**config.mk**
```make
export PLATFORM = sky130hd
export DESIGN_NAME = seg7_scan
export DESIGN_NICKNAME = d
export VERILOG_FILES = /design/src/rtl/seg7_scan.sv
export SDC_FILE = /design/constraint.sdc
export NUM_CORES = 1
export LEC_CHECK = 0
export ABC_AREA = 1
export BUFFER_PORTS_ARGS = -buffer_cell sky130_fd_sc_hd__buf_2
export CAP_MARGIN = 20
export CORE_AREA = 4 4 89 91
export CTS_CLUSTER_DIAMETER = 80
export DETAILED_ROUTE_END_ITERATION = 6
export DIE_AREA = 0 0 93 95
export PLACE_DENSITY = 0.56
export SLEW_MARGIN = 0
export SYNTH_ARGS = -nofsm -noshare
export SYNTH_HDL_FRONTEND = slang
export SYNTH_SLANG_ARGS = --single-unit
```
**constraint.sdc**
```tcl
create_clock -name clk -period 1.7 [get_ports clk]
set_input_delay 0.34 -clock clk [delete_from_list [all_inputs] [get_ports clk]]
set_output_delay 0.34 -clock clk [all_outputs]
set_load 0.01 [all_outputs]
```
**src/rtl/seg7_scan.sv**
```systemverilog
// seg7_scan: multiplexed hex display driver. The segclk rising edge, detected in
// the clk domain, advances the scan. A per-frame snapshot of the inputs keeps
// multi-digit values from tearing.
module seg7_scan #(
    parameter int DIGITS     = 4,
    parameter bit ACTIVE_LOW = 1
) (
    input  logic                  clk,
    input  logic                  rst,
    input  logic                  segclk,
    input  logic [4*DIGITS-1:0]   value,
    input  logic [DIGITS-1:0]     dp,
    input  logic [DIGITS-1:0]     blank,
    output logic [DIGITS-1:0]     an,
    output logic [6:0]            seg,
    output logic                  dp_n
);
    localparam int             IW   = (DIGITS > 1) ? $clog2(DIGITS) : 1;
    localparam logic [IW-1:0]  LAST = IW'(DIGITS - 1);

    // Hex to {g..a}, segment-on = 0.
    function automatic logic [6:0] hex_lo(input logic [3:0] n);
        case (n)
            4'h0: hex_lo = 7'h40;  4'h1: hex_lo = 7'h79;
            4'h2: hex_lo = 7'h24;  4'h3: hex_lo = 7'h30;
            4'h4: hex_lo = 7'h19;  4'h5: hex_lo = 7'h12;
            4'h6: hex_lo = 7'h02;  4'h7: hex_lo = 7'h78;
            4'h8: hex_lo = 7'h00;  4'h9: hex_lo = 7'h10;
            4'hA: hex_lo = 7'h08;  4'hB: hex_lo = 7'h03;
            4'hC: hex_lo = 7'h46;  4'hD: hex_lo = 7'h21;
            4'hE: hex_lo = 7'h06;  default: hex_lo = 7'h0E;
        endcase
    endfunction

    logic                  r_seg_d;
    logic [IW-1:0]         r_idx;
    logic                  r_started;
    logic [4*DIGITS-1:0]   r_sh_val;
    logic [DIGITS-1:0]     r_sh_dp;
    logic [DIGITS-1:0]     r_sh_blank;
    // Output registers hold active-high sense; polarity applied at the pins.
    logic [DIGITS-1:0]     r_an;
    logic [6:0]            r_seg;
    logic                  r_dp;

    logic                  w_tick;
    logic                  w_wrap;
    logic [IW-1:0]         w_idx_nxt;
    logic [4*DIGITS-1:0]   w_val_nxt;
    logic [DIGITS-1:0]     w_dp_nxt;
    logic [DIGITS-1:0]     w_blank_nxt;
    logic                  w_started_nxt;
    logic [3:0]            w_nib;
    logic                  w_dp_bit;
    logic                  w_blank_bit;
    logic [DIGITS-1:0]     w_an_1h;
    logic                  w_on;

    assign w_tick        = segclk & ~r_seg_d;
    assign w_wrap        = (r_idx == LAST);
    assign w_idx_nxt     = w_wrap ? '0 : r_idx + IW'(1);
    // On a wrap the digit being displayed comes from the fresh snapshot.
    assign w_val_nxt     = w_wrap ? value : r_sh_val;
    assign w_dp_nxt      = w_wrap ? dp    : r_sh_dp;
    assign w_blank_nxt   = w_wrap ? blank : r_sh_blank;
    assign w_started_nxt = r_started | w_wrap;
    assign w_on          = w_started_nxt & ~w_blank_bit;

    // Select the nibble, dp, blank and anode for the digit about to be shown.
    always_comb begin
        w_nib       = '0;
        w_dp_bit    = 1'b0;
        w_blank_bit = 1'b0;
        w_an_1h     = '0;
        for (int i = 0; i < DIGITS; i++) begin
            if (w_idx_nxt == IW'(i)) begin
                w_nib       = w_val_nxt[4*i +: 4];
                w_dp_bit    = w_dp_nxt[i];
                w_blank_bit = w_blank_nxt[i];
                w_an_1h[i]  = 1'b1;
            end
        end
    end

    // Edge detect, scan index, frame snapshot and registered digit outputs.
    always_ff @(posedge clk) begin
        if (rst) begin
            r_seg_d    <= 1'b1;
            r_idx      <= LAST;
            r_started  <= 1'b0;
            r_sh_val   <= '0;
            r_sh_dp    <= '0;
            r_sh_blank <= '0;
            r_an       <= '0;
            r_seg      <= '0;
            r_dp       <= 1'b0;
        end else begin
            r_seg_d <= segclk;
            if (w_tick) begin
                r_idx      <= w_idx_nxt;
                r_started  <= w_started_nxt;
                r_sh_val   <= w_val_nxt;
                r_sh_dp    <= w_dp_nxt;
                r_sh_blank <= w_blank_nxt;
                r_an       <= w_on ? w_an_1h : '0;
                r_seg      <= w_on ? ~hex_lo(w_nib) : 7'h00;
                r_dp       <= w_on & w_dp_bit;
            end
        end
    end

    assign an   = ACTIVE_LOW ? ~r_an  : r_an;
    assign seg  = ACTIVE_LOW ? ~r_seg : r_seg;
    assign dp_n = ACTIVE_LOW ? ~r_dp  : r_dp;
endmodule

```
==> results.yml <==
outcome:
  outcome: "finished, violations left"
  violations: "negative setup slack"
clock_network:
  cts_made_buffers: 5
  clkLatencyLatePin_ns: 0.29
  root_buffer: "clkbuf_8"
  clk_pin_slew_worst_paths_ns: 0.07
  htreeDepth: 2
  hold_buffers: 0
  cts_tree: "yes"
  cts.sinks: 34
  clockBufferDepth: 2
layout:
  layout.nets: 423
  diodes: 0
  final_area_um2: 3278
  synthToLayoutAreaGrowth_pct: 57.74
  fillCellCount: 716
  seqCellArea_um2: 685.7
  drive_above_1_share: 0.5039
  multi_input_area_um2: 1495
sta:
  finalCritPeriodShare: 1.122
  worst_slack_ns: -0.2080
  hold_viol_final: 0
  slew_violations: 0
  worst_pin_slew_ns: 0.3507
  fmax_mhz: 524.1
  period_minus_slack_ns: 1.908
  finalClockSkew_ns: 0.006284
  rsz0062_at_grt: "true"
  finalSetupViolCount: 9
  hold_ws_ns: 0.2428
  slew_headroom: 0.7660
setup_path:
  critical-path-top-delay-family: "simple AND/OR/NAND/NOR gates"
  crit_path_top_delay_cell: "dfxtp_4"
  crit_type: "register to register"
  worstPathMaxFanout: 7
  crit_top_cell: "nand3_1"
  cpPeakStageDelay_ns: 0.36
  cp_cell_sequence: "ha_4, buf_12, inv_12, nand2_4, a21oi_2, nor2_2, nand2_2, nand2_4, ha_4, nand3_1, nand3_1, nand3_1, a21oi_1"
  cp.buffers_inverters: 2
  arrival_ns: 2.13
  crit_path_start: "r_idx[0]$_SDFFE_PP1P_"
  end_kind: "register"
  r2r-start: "r_idx[0]$_SDFFE_PP1P_"
  required_ns: 1.92
  cp-start-kind: "register"
floorplanning:
  fp.dieW_um: 93
  pin_count: 39
  initial_core_util: 0.2912
  fp.coreArea_um2: 7137
  die-area_um2: 8835
  placementRows: 31
  chipHeight_um: 95
drt:
  drt-initial-drc-count: 92
  vias: 2212
  dr.pass1.iters: 4
  drc_errors: 0
  avgRoutedWirePerCell_um: 12.70
  drt_wl_total_um: 6170
  ant_nets: 0
  via_per_inst: 4.551
logic_synthesis:
  yosys_warnings: 0
  synth_area_um2: 2078
  avgSynthCellArea_um2: 6.951
  yosysSeqAreaShare: 0.3275
  synth-seq-cells: 34
  ys_types: 29
  synth_cells: 299
  synth_nets: 336
global_route:
  grt_max_degree: 21
  grt_pass1_vias: 2236
  grt_antenna_before_repair: 0
  gr-usage-all-layers: 0.1502
  gr-total-overflow: 0
  grt_pass1_wl_um: 10530
worst_hold_path:
  worstHoldStart: "segclk"
  hold_path.class: "primary input to register"
place:
  gp_congestion: 0.7825
  dpl.hpwl_um: 4249
  placed_cell_area_um2: 2613
  port_buffers: 38
power_and_ir_drop:
  p_leak_nw: 1.394
  cellPowerDensity_nw_per_um2: 708.0
  worst_ir_drop_vdd_mv: 0.2803
job:
  maxCapViolCount: 0
worst register-to-register path, delay by kind of cell (launching register included):
| family | cells | cell delay [ns] |
|---|---|---|
| fa+ha+maj | 2 | 0.49 |
| buf+inv | 2 | 0.21 |
| simple gates | 7 | 0.51 |
| compound gates | 2 | 0.28 |
| flops | 1 | 0.36 |
cell usage after synthesis, drive strengths merged:
library cell,n,area (µm²)
inv,42,165.2
nand2,85,366.6
nor2,15,68.81
a211oi,2,15.01
a22oi,1,7.510
ha,10,125.1
o21ai,14,73.82
a31oi,1,6.260
nand3,33,180.2
dfxtp,34,680.7
clkbuf,5,18.77
a21oi,43,237.7
o211ai,5,56.30
clkinv,1,5.000
buf,8,71.31
per-stage QoR:
step	std cells	setup slack (ns)	total power [mW]	utilization	TNS [ns]
floorplan	299	-0.1455	1.252	-	-0.7677
global placement	454	-0.2626	1.433	0.3661	-1.969
detailed placement	454	-0.3475	1.437	0.3661	-2.652
CTS	483	-0.1565	2.297	0.4493	-1.116
global route	486	-0.3159	2.457	0.4593	-2.276
finish	486	-0.2080	2.321	0.4593	-1.231
sequential cells by signal, indices dropped and copies added, names as in the netlist:
| register | count |
|---|---|
| r_an | 4 |
| r_dp | 1 |
| r_idx | 2 |
| r_seg | 7 |
| r_seg_d | 1 |
| r_sh_blank | 3 |
| r_sh_dp | 3 |
| r_sh_val | 12 |
| r_started | 1 |
area by class of cell:
type / instances / area share
Tap cell: 99 / 0.03779
Timing Repair inverter: 1 / 0.002672
Clock buffer: 7 / 0.02634
Inverter: 43 / 0.06298
Multi-Input combinational cell: 210 / 0.4561
Clock inverter: 1 / 0.001527
Timing Repair Buffer: 91 / 0.2034
Sequential cell: 34 / 0.2092
layer usage:
layer / GRT usage / vias to the layer above / wire length, µm
li1: - / 1134 / -
met1: 0.1862 / 1036 / 2887
met2: 0.2573 / 34 / 2987
met3: 0.02470 / 8 / 192
met4: 0.06349 / 0 / 102
met5: 0 / - / 0
worst paths after layout:
kind	to	slack, ns	cells past startpoint
hold reg to reg	r_sh_dp[2]$_SDFFE_PP0P_	0.45	2
setup / recovery	r_seg[3]$_SDFFE_PP0P_	-0.21	13
hold / removal	r_seg_d$_SDFF_PP1_	0.24	3
setup reg to reg	r_seg[3]$_SDFFE_PP0P_	-0.21	13
power by group:
part / internal (mW) / switching (mW)
clock: 0.327 / 0.307
combinational: 0.379 / 0.460
sequential: 0.829 / 0.0181
total: 1.54 / 0.785
timing repair:
action | in CTS | in global routing
setup endpoints to repair | 12 | 19
resized for setup | 84 | 13
pin swaps | 30 | 14
gates cloned | 2 | 0
setup buffers | 19 | 4
kinds of logic (layout without fill, tap and decap cells):
kind of cell,count (synthesis),count (layout),synth area share
AOI/OAI and AO/OA,66,66,0.1908
adders and majority gates,10,10,0.06020
buffers and inverters,56,143,0.1252
DFF,34,34,0.3275
and+or+nand+nor,133,134,0.2962
cells in the final DEF (no fill, tap or decap), types with 3 or more instances in the layout:
master     n
nand2_1   55
buf_4     40
buf_2     38
a21oi_1   32
dfxtp_1   32
inv_1     31
nand2_2   21
nand3_2   19
nand3_1   12
a21oi_2   11
nor2_1    11
o21ai_0   10
ha_4      10
nand2_4    9
buf_6      9
clkbuf_8   6
inv_2      4
o211ai_1   3
inv_6      3
buf_12     3
Note: power is estimated with default switching activity, not from simulation.
